## config.mk

```make
export PLATFORM = sky130hd
export DESIGN_NAME = multicycle_control
export DESIGN_NICKNAME = d
export VERILOG_FILES = /design/src/rtl/rv_ctrl_pkg.sv /design/src/rtl/alu_decoder.sv /design/src/rtl/multicycle_control.sv
export SDC_FILE = /design/constraint.sdc
export NUM_CORES = 1
export LEC_CHECK = 0
export BUFFER_PORTS_ARGS = -buffer_cell sky130_fd_sc_hd__buf_2
export CAP_MARGIN = 0
export CELL_PAD_IN_SITES_DETAIL_PLACEMENT = 1
export CELL_PAD_IN_SITES_GLOBAL_PLACEMENT = 1
export CORE_ASPECT_RATIO = 0.6
export CORE_MARGIN = 2
export CORE_UTILIZATION = 33
export CTS_CLUSTER_SIZE = 8
export DETAILED_ROUTE_END_ITERATION = 6
export GPL_TIMING_DRIVEN = 0
export HOLD_SLACK_MARGIN = 0.12
export PLACE_DENSITY_LB_ADDON = 0.1
export SLEW_MARGIN = 5
export SYNTH_ARGS = -nofsm -noshare
export SYNTH_HDL_FRONTEND = slang
export SYNTH_SLANG_ARGS = --single-unit
```

## constraint.sdc

```tcl
create_clock -name clk -period 3.16 [get_ports clk]
set_input_delay 0.316 -clock clk [delete_from_list [all_inputs] [get_ports clk]]
set_output_delay 0.316 -clock clk [all_outputs]
set_load 0.02 [all_outputs]
```

## src/rtl/rv_ctrl_pkg.sv

```systemverilog
// Shared encodings for the multicycle RV32I control unit: opcodes, FSM states,
// ALU operation classes/codes and datapath mux selects.
package rv_ctrl_pkg;

   localparam logic [6:0] OP_LOAD   = 7'b0000011;
   localparam logic [6:0] OP_STORE  = 7'b0100011;
   localparam logic [6:0] OP_R      = 7'b0110011;
   localparam logic [6:0] OP_I      = 7'b0010011;
   localparam logic [6:0] OP_BRANCH = 7'b1100011;
   localparam logic [6:0] OP_JAL    = 7'b1101111;
   localparam logic [6:0] OP_LUI    = 7'b0110111;

   typedef enum logic [3:0] {
      S_IDLE, S_FETCH, S_DECODE, S_MEM_ADR, S_MEM_READ, S_MEM_WB, S_MEM_WRITE,
      S_EXEC_R, S_EXEC_I, S_ALU_WB, S_BRANCH, S_JAL, S_LUI, S_ILLEGAL
   } state_t;

   typedef enum logic [1:0] {
      ALU_OP_ADD, ALU_OP_SUB, ALU_OP_FUNC
   } alu_op_t;

   localparam logic [3:0] ALU_ADD  = 4'b0000;
   localparam logic [3:0] ALU_SUB  = 4'b0001;
   localparam logic [3:0] ALU_AND  = 4'b0010;
   localparam logic [3:0] ALU_OR   = 4'b0011;
   localparam logic [3:0] ALU_XOR  = 4'b0100;
   localparam logic [3:0] ALU_SLT  = 4'b0101;
   localparam logic [3:0] ALU_SLTU = 4'b0110;
   localparam logic [3:0] ALU_SLL  = 4'b0111;
   localparam logic [3:0] ALU_SRL  = 4'b1000;
   localparam logic [3:0] ALU_SRA  = 4'b1001;

   localparam logic [2:0] IMM_I = 3'b000;
   localparam logic [2:0] IMM_S = 3'b001;
   localparam logic [2:0] IMM_B = 3'b010;
   localparam logic [2:0] IMM_J = 3'b011;
   localparam logic [2:0] IMM_U = 3'b100;

   localparam logic [1:0] SRC_A_PC    = 2'b00;
   localparam logic [1:0] SRC_A_OLDPC = 2'b01;
   localparam logic [1:0] SRC_A_RS1   = 2'b10;
   localparam logic [1:0] SRC_A_ZERO  = 2'b11;

   localparam logic [1:0] SRC_B_RS2  = 2'b00;
   localparam logic [1:0] SRC_B_IMM  = 2'b01;
   localparam logic [1:0] SRC_B_FOUR = 2'b10;

   localparam logic [1:0] RES_ALUOUT = 2'b00;
   localparam logic [1:0] RES_MEM    = 2'b01;
   localparam logic [1:0] RES_ALU    = 2'b10;

   localparam logic ADR_PC     = 1'b0;
   localparam logic ADR_ALUOUT = 1'b1;

   // Only BEQ (000) and BNE (001) are implemented.
   function automatic logic branch_func3_ok(input logic [2:0] func3);
      return func3[2:1] == 2'b00;
   endfunction

   function automatic logic branch_taken(input logic [2:0] func3, input logic zero);
      return (func3 == 3'b000 && zero) || (func3 == 3'b001 && !zero);
   endfunction

endpackage

```

## src/rtl/alu_decoder.sv

```systemverilog
// ALU control decode from operation class, func3 and func7.
// Purely combinational, no latency; no flow control.
// R-type func7 outside 0000000/0100000 flags illegal and drives the all-ones code.
module alu_decoder
   import rv_ctrl_pkg::*;
#(
   parameter int ALU_CTRL_W = 4
) (
   input  alu_op_t               alu_op,
   input  logic [2:0]            func3,
   input  logic [6:0]            func7,
   input  logic                  op5,
   output logic [ALU_CTRL_W-1:0] alu_control,
   output logic                  illegal
);

   if (ALU_CTRL_W < 4) begin : g_bad_width
      $error("alu_decoder: ALU_CTRL_W must be at least 4");
   end

   logic [3:0] code;

   always_comb begin
      code    = ALU_ADD;
      illegal = 1'b0;
      unique case (alu_op)
         ALU_OP_ADD: code = ALU_ADD;
         ALU_OP_SUB: code = ALU_SUB;
         ALU_OP_FUNC: begin
            // op5 distinguishes R-type (register operand) from I-type.
            if (op5 && func7 != 7'b0000000 && func7 != 7'b0100000)
               illegal = 1'b1;
            case (func3)
               3'b000:  code = (op5 && func7[5]) ? ALU_SUB : ALU_ADD;
               3'b001:  code = ALU_SLL;
               3'b010:  code = ALU_SLT;
               3'b011:  code = ALU_SLTU;
               3'b100:  code = ALU_XOR;
               3'b101:  code = func7[5] ? ALU_SRA : ALU_SRL;
               3'b110:  code = ALU_OR;
               default: code = ALU_AND;
            endcase
         end
         default: code = ALU_ADD;
      endcase
   end

   assign alu_control = illegal ? '1 : ALU_CTRL_W'(code);

endmodule

```

## src/rtl/multicycle_control.sv

```systemverilog
// Multicycle RV32I control FSM driving datapath muxes and enables.
// CPI 3-5 plus one cycle per memory wait; outputs combinational from state and inputs.
// mem_req held until mem_ready; no enable asserted on a wait cycle.
module multicycle_control
   import rv_ctrl_pkg::*;
#(
   parameter int ALU_CTRL_W      = 4,
   parameter bit TRAP_ON_ILLEGAL = 1'b1
) (
   input  logic                  clk,
   input  logic                  rst_n,
   input  logic [6:0]            op_code,
   input  logic [2:0]            func3,
   input  logic [6:0]            func7,
   input  logic                  zero,
   input  logic                  mem_ready,
   output logic                  mem_req,
   output logic                  mem_write,
   output logic                  adr_src,
   output logic                  ir_write,
   output logic                  pc_write,
   output logic                  reg_write,
   output logic [1:0]            alu_src_a,
   output logic [1:0]            alu_src_b,
   output logic [1:0]            result_src,
   output logic [2:0]            imm_type,
   output logic [ALU_CTRL_W-1:0] alu_control,
   output logic                  illegal_instr,
   output logic                  instr_done
);

   state_t  state;
   alu_op_t alu_op;
   logic    dec_illegal;

   alu_decoder #(.ALU_CTRL_W(ALU_CTRL_W)) u_alu_decoder (
      .alu_op      (alu_op),
      .func3       (func3),
      .func7       (func7),
      .op5         (op_code[5]),
      .alu_control (alu_control),
      .illegal     (dec_illegal)
   );

   always_ff @(posedge clk or negedge rst_n) begin
      if (!rst_n) begin
         state <= S_IDLE;
      end else begin
         unique case (state)
            S_IDLE:     state <= S_FETCH;
            S_FETCH:    if (mem_ready) state <= S_DECODE;
            S_DECODE: begin
               case (op_code)
                  OP_LOAD, OP_STORE: state <= S_MEM_ADR;
                  OP_R:              state <= S_EXEC_R;
                  OP_I:              state <= S_EXEC_I;
                  OP_BRANCH:         state <= S_BRANCH;
                  OP_JAL:            state <= S_JAL;
                  OP_LUI:            state <= S_LUI;
                  default:           state <= S_ILLEGAL;
               endcase
            end
            S_MEM_ADR:   state <= (op_code == OP_STORE) ? S_MEM_WRITE : S_MEM_READ;
            S_MEM_READ:  if (mem_ready) state <= S_MEM_WB;
            S_MEM_WB:    state <= S_FETCH;
            S_MEM_WRITE: if (mem_ready) state <= S_FETCH;
            // Bad R-type func7 is only visible once the decoder runs the FUNC class.
            S_EXEC_R:    state <= dec_illegal ? S_ILLEGAL : S_ALU_WB;
            S_EXEC_I:    state <= S_ALU_WB;
            S_ALU_WB:    state <= S_FETCH;
            S_BRANCH:    state <= branch_func3_ok(func3) ? S_FETCH : S_ILLEGAL;
            S_JAL:       state <= S_FETCH;
            S_LUI:       state <= S_ALU_WB;
            S_ILLEGAL:   state <= TRAP_ON_ILLEGAL ? S_ILLEGAL : S_FETCH;
            default:     state <= S_IDLE;
         endcase
      end
   end

   always_comb begin
      mem_req       = 1'b0;
      mem_write     = 1'b0;
      adr_src       = ADR_PC;
      ir_write      = 1'b0;
      pc_write      = 1'b0;
      reg_write     = 1'b0;
      alu_src_a     = SRC_A_PC;
      alu_src_b     = SRC_B_RS2;
      result_src    = RES_ALUOUT;
      imm_type      = IMM_I;
      alu_op        = ALU_OP_ADD;
      illegal_instr = 1'b0;
      instr_done    = 1'b0;
      unique case (state)
         S_FETCH: begin
            mem_req = 1'b1;
            adr_src = ADR_PC;
            if (mem_ready) begin
               ir_write   = 1'b1;
               pc_write   = 1'b1;
               alu_src_a  = SRC_A_PC;
               alu_src_b  = SRC_B_FOUR;
               result_src = RES_ALU;
            end
         end
         S_DECODE: begin
            // Precompute the branch or jump target into ALUOut.
            alu_src_a = SRC_A_OLDPC;
            alu_src_b = SRC_B_IMM;
            imm_type  = (op_code == OP_JAL) ? IMM_J : IMM_B;
         end
         S_MEM_ADR: begin
            alu_src_a = SRC_A_RS1;
            alu_src_b = SRC_B_IMM;
            imm_type  = (op_code == OP_STORE) ? IMM_S : IMM_I;
         end
         S_MEM_READ: begin
            mem_req = 1'b1;
            adr_src = ADR_ALUOUT;
         end
         S_MEM_WB: begin
            result_src = RES_MEM;
            reg_write  = 1'b1;
            instr_done = 1'b1;
         end
         S_MEM_WRITE: begin
            mem_req    = 1'b1;
            mem_write  = 1'b1;
            adr_src    = ADR_ALUOUT;
            instr_done = mem_ready;
         end
         S_EXEC_R: begin
            alu_src_a = SRC_A_RS1;
            alu_src_b = SRC_B_RS2;
            alu_op    = ALU_OP_FUNC;
         end
         S_EXEC_I: begin
            alu_src_a = SRC_A_RS1;
            alu_src_b = SRC_B_IMM;
            imm_type  = IMM_I;
            alu_op    = ALU_OP_FUNC;
         end
         S_ALU_WB: begin
            result_src = RES_ALUOUT;
            reg_write  = 1'b1;
            instr_done = 1'b1;
         end
         S_BRANCH: begin
            alu_src_a  = SRC_A_RS1;
            alu_src_b  = SRC_B_RS2;
            alu_op     = ALU_OP_SUB;
            result_src = RES_ALUOUT;
            pc_write   = branch_taken(func3, zero);
            instr_done = branch_func3_ok(func3);
         end
         S_JAL: begin
            alu_src_a  = SRC_A_OLDPC;
            alu_src_b  = SRC_B_FOUR;
            imm_type   = IMM_J;
            result_src = RES_ALUOUT;
            pc_write   = 1'b1;
            reg_write  = 1'b1;
            instr_done = 1'b1;
         end
         S_LUI: begin
            alu_src_a = SRC_A_ZERO;
            alu_src_b = SRC_B_IMM;
            imm_type  = IMM_U;
         end
         S_ILLEGAL: illegal_instr = 1'b1;
         default: ;
      endcase
   end

endmodule
```

==> results.md <==
- Slew Viols, Final: 0
- Post-DP HPWL: 2.73 mm
- Pleak: 0.546 nW
- Worst-margin pin slew: 477 ps
- XOR/XNOR share of the synthesized area: 3.02%
- Synth top area cells: dfrtp_1 (11%), nor2_1 (7.8%), o21ai_0 (6.3%), nand2_1 (6.0%), a21oi_1 (5.7%)
- Sequential power share: 10.1%
- CP Cell Sequence: buf_2 > buf_1 > nor2_1 > nand2_1 > nand2_1 > ha_1 > nand2b_1 > o31ai_1 > buf_2
- Fill count: 349
- Synth Cell Area: 871 µm²
- Crit path to: alu_control[3]
- Pwr Density: 751 nW/µm²
- Ys async rst share: 100%
- Placeable Area: 2500 µm²
- Initial antenna violation count: 0
- Gr usage total: 23.3%
- Global-route wire length before repair: 5.72 mm
- Crit path launch type: register
- Largest net degree at the start of global routing: 11
- Internal Pwr Total: 0.000379 W
- ANT nets after route: 0
- Avg Inst Size Synth: 6.50 µm²
- Worst r2r src: state[3]
- Avg WL per Cell: 16.8 µm
- Comb pwr share: 77.8%
- WHS: 434 ps
- Top cell type's share of synthesized area: 11.5%
- Final nets: 201
- Die Ht: 43.8 µm
- Max-cap violations: 0
- R2R Setup Slk: 1000 ps
- H-Tree Level Count: 1
- Met3 Usage GRT: 1.16%
- Clock Path Buffers: 2
- CP Launch Point: state[1]
- Synth Area in Adders: 2.87%
- CP max FO: 10
- DR pass1 iterations: 4
- Post-synth EDFFs: 0
- Critical path arrival: 2330 ps
- Area Overhead vs Synth: 32.3%
- Commonest non-fill, non-tap cells in the layout: buf_2 (46), nor2_1 (18), nand2_1 (14), o21ai_0 (11), a21oi_1 (10)
- Max-slew headroom: 68.1%
- Minimum clock period: 2640 ps
- Final setup violating endpoints: 0
- Unique masters post-synth: 45
- Post-synthesis mux area share: 2.30%
- CP required: 2840 ps
- Antenna cell count: 0
- NetSw: 0.000487 W
- Root buffer cell: clkbuf_8
- Main flop type after synthesis: dfrtp_1
- I/O Buffers: 38
- Clock power share: 12.1%
- Post-synthesis simple-gate area fraction: 39.8%
- Cells after Synth: 134
- Via/cell ratio: 5.81
- Fmax: 378 MHz
- Post-CTS sizing: 0
- Grt met2 use: 38.9%
- Switching share of total power: 56.3%
- DRC: 0
- Starting Density: 34.8%
- Commonest non-fill, non-tap cell in the layout: buf_2
- Top reg by flops: state
- R2R cell count: 8
- Top flop regs: state: 4 flops
- Largest family of logic cells by synthesized area: simple AND/OR/NAND/NOR gates
- Synthesized flop and latch total: 4
- Mapped Nets: 157
- Rows: 14
- Gp weighted congestion: 0.839
- GR peak layer: met2
- Clock latency at the later pin of the worst-skew pair: 220 ps
- Clk_skew: 3.25 ps
- GRT met1 Usage: 33.4%
- RSZ-0062 raised after global routing: false
- Num CTS Buffers: 3
- Iteration-0 DRC Markers: 105
- Hold WC Path Type: in -> async
- Peak supply drop: 0.221 mV
- Sum Neg Setup Slack: 0 ps
- Setup CP Type: reg -> out
- Max reg flops: 4
- CP Capture Type: primary output
- Sink Count: 4
- FF-to-FF End: state[2]
- Share of cells above drive strength 1: 30.7%
- Die footprint: 3080 µm²
- Die W: 70.3 µm
- Status: completed
- GR Overflow Total: 0
- Crit-path slowest cell: buf_1
- Final Cycle Share: 83.6%
- CTS tree: done
- Yosys top cell by area: dfrtp_1
- Hold Violations, Final: 0
- Detailed Route WL: 3.49 mm
- Io pins: 42
- Vias in the first global route: 1,191
- DR vias: 1,208
- CP peak stage delay: 370 ps
- Clk slew on worst S/H paths: 30 ps
- Synth Area in Compound Gates: 32.5%
- Seq/Total Area, Yosys: 11.5%
- Number of warnings issued by yosys: 0
-- logic make-up (layout without fill, tap and decap cells) --
logic type | after synthesis | count (layout)
flip-flops | 4 | 4
multiplexers | 2 | 2
adder cells (fa/ha/maj) | 2 | 2
buffers and inverters | 16 | 58
XOR/XNOR | 3 | 3
AND/OR/NAND/NOR | 66 | 66
AO/OA/AOI/OAI | 41 | 41
-- area by class of cell --
| cell class | instances | area, µm² | area share, % |
|---|---|---|---|
| tap | 32 | 40.0 | 3.47 |
| inverter | 5 | 18.8 | 1.63 |
| timing repair buffer | 39 | 200 | 17.4 |
| multi-input combinational | 114 | 701 | 60.8 |
| sequential | 4 | 100 | 8.69 |
| clock buffer | 3 | 41.3 | 3.58 |
| buffer | 11 | 51.3 | 4.45 |
-- cell usage after synthesis, drive strengths merged, types with 2 or more instances --
cell	n
a31oi	3
nand2b	7
mux2i	2
inv	5
buf	9
ha	2
a21oi	10
dfrtp	4
o31ai	3
xor2	2
or2	2
or3	3
nand2	14
o311ai	2
nand3	5
nor2	18
clkbuf	2
nor3	5
o2111ai	2
o21ai	11
and2	2
-- worst max-delay path, delay by kind of cell, from the launching register on --
kind / cells / cell delay, ps
simple gates: 4 / 430
compound gates: 1 / 220
fa+ha+maj: 1 / 290
buf+inv: 3 / 810
flops: 1 / 360
-- routing by layer --
layer	vias up	part of all wire (%)
li1	577	-
met1	561	47
met2	66	42
met3	4	9.7
met4	0	1.0
met5	-	0
-- how the worst min path moves through the flow --
stage | slack (ps) | end | startpoint
2_1_floorplan | 20 | state[0] | rst_n
3_3_place_gp | 120 | state[3] | rst_n
3_5_place_dp | 130 | state[3] | rst_n
4_1_cts | 430 | state[1] | rst_n
5_1_grt | 450 | state[1] | rst_n
6_report | 430 | state[1] | rst_n
-- through the flow --
stage                     cell area, µm²  setup slack [ps]  util (%)  total power (W)  instances
after floorplan                      871               793         -         0.000542        134
after global placement              1100               825      44.0         0.000727        204
after detailed placement            1100               795      44.0         0.000747        204
after CTS                           1150               552      46.0         0.000859        208
after global routing                1150               388      46.0         0.000930        208
final                               1150               517      46.0         0.000866        208
-- power groups by stage --
| stage | clock, W | combinational [W] | sequential (W) |
|---|---|---|---|
| after CTS | 0.000107 | 0.000665 | 0.0000875 |
| after global routing | 0.000109 | 0.000731 | 0.0000898 |
| final | 0.000105 | 0.000674 | 0.0000873 |
| after floorplan | 0 | 0.000460 | 0.0000814 |
| after global placement | 0 | 0.000642 | 0.0000849 |
| after detailed placement | 0 | 0.000661 | 0.0000864 |
-- what timing repair did --
action / 4_1_cts / 5_1_grt
setup buffers: 0 / 0
hold buffers: 1 / 0
hold endpoints to repair: 4 / 0
Note: power is estimated with default switching activity, not from simulation.
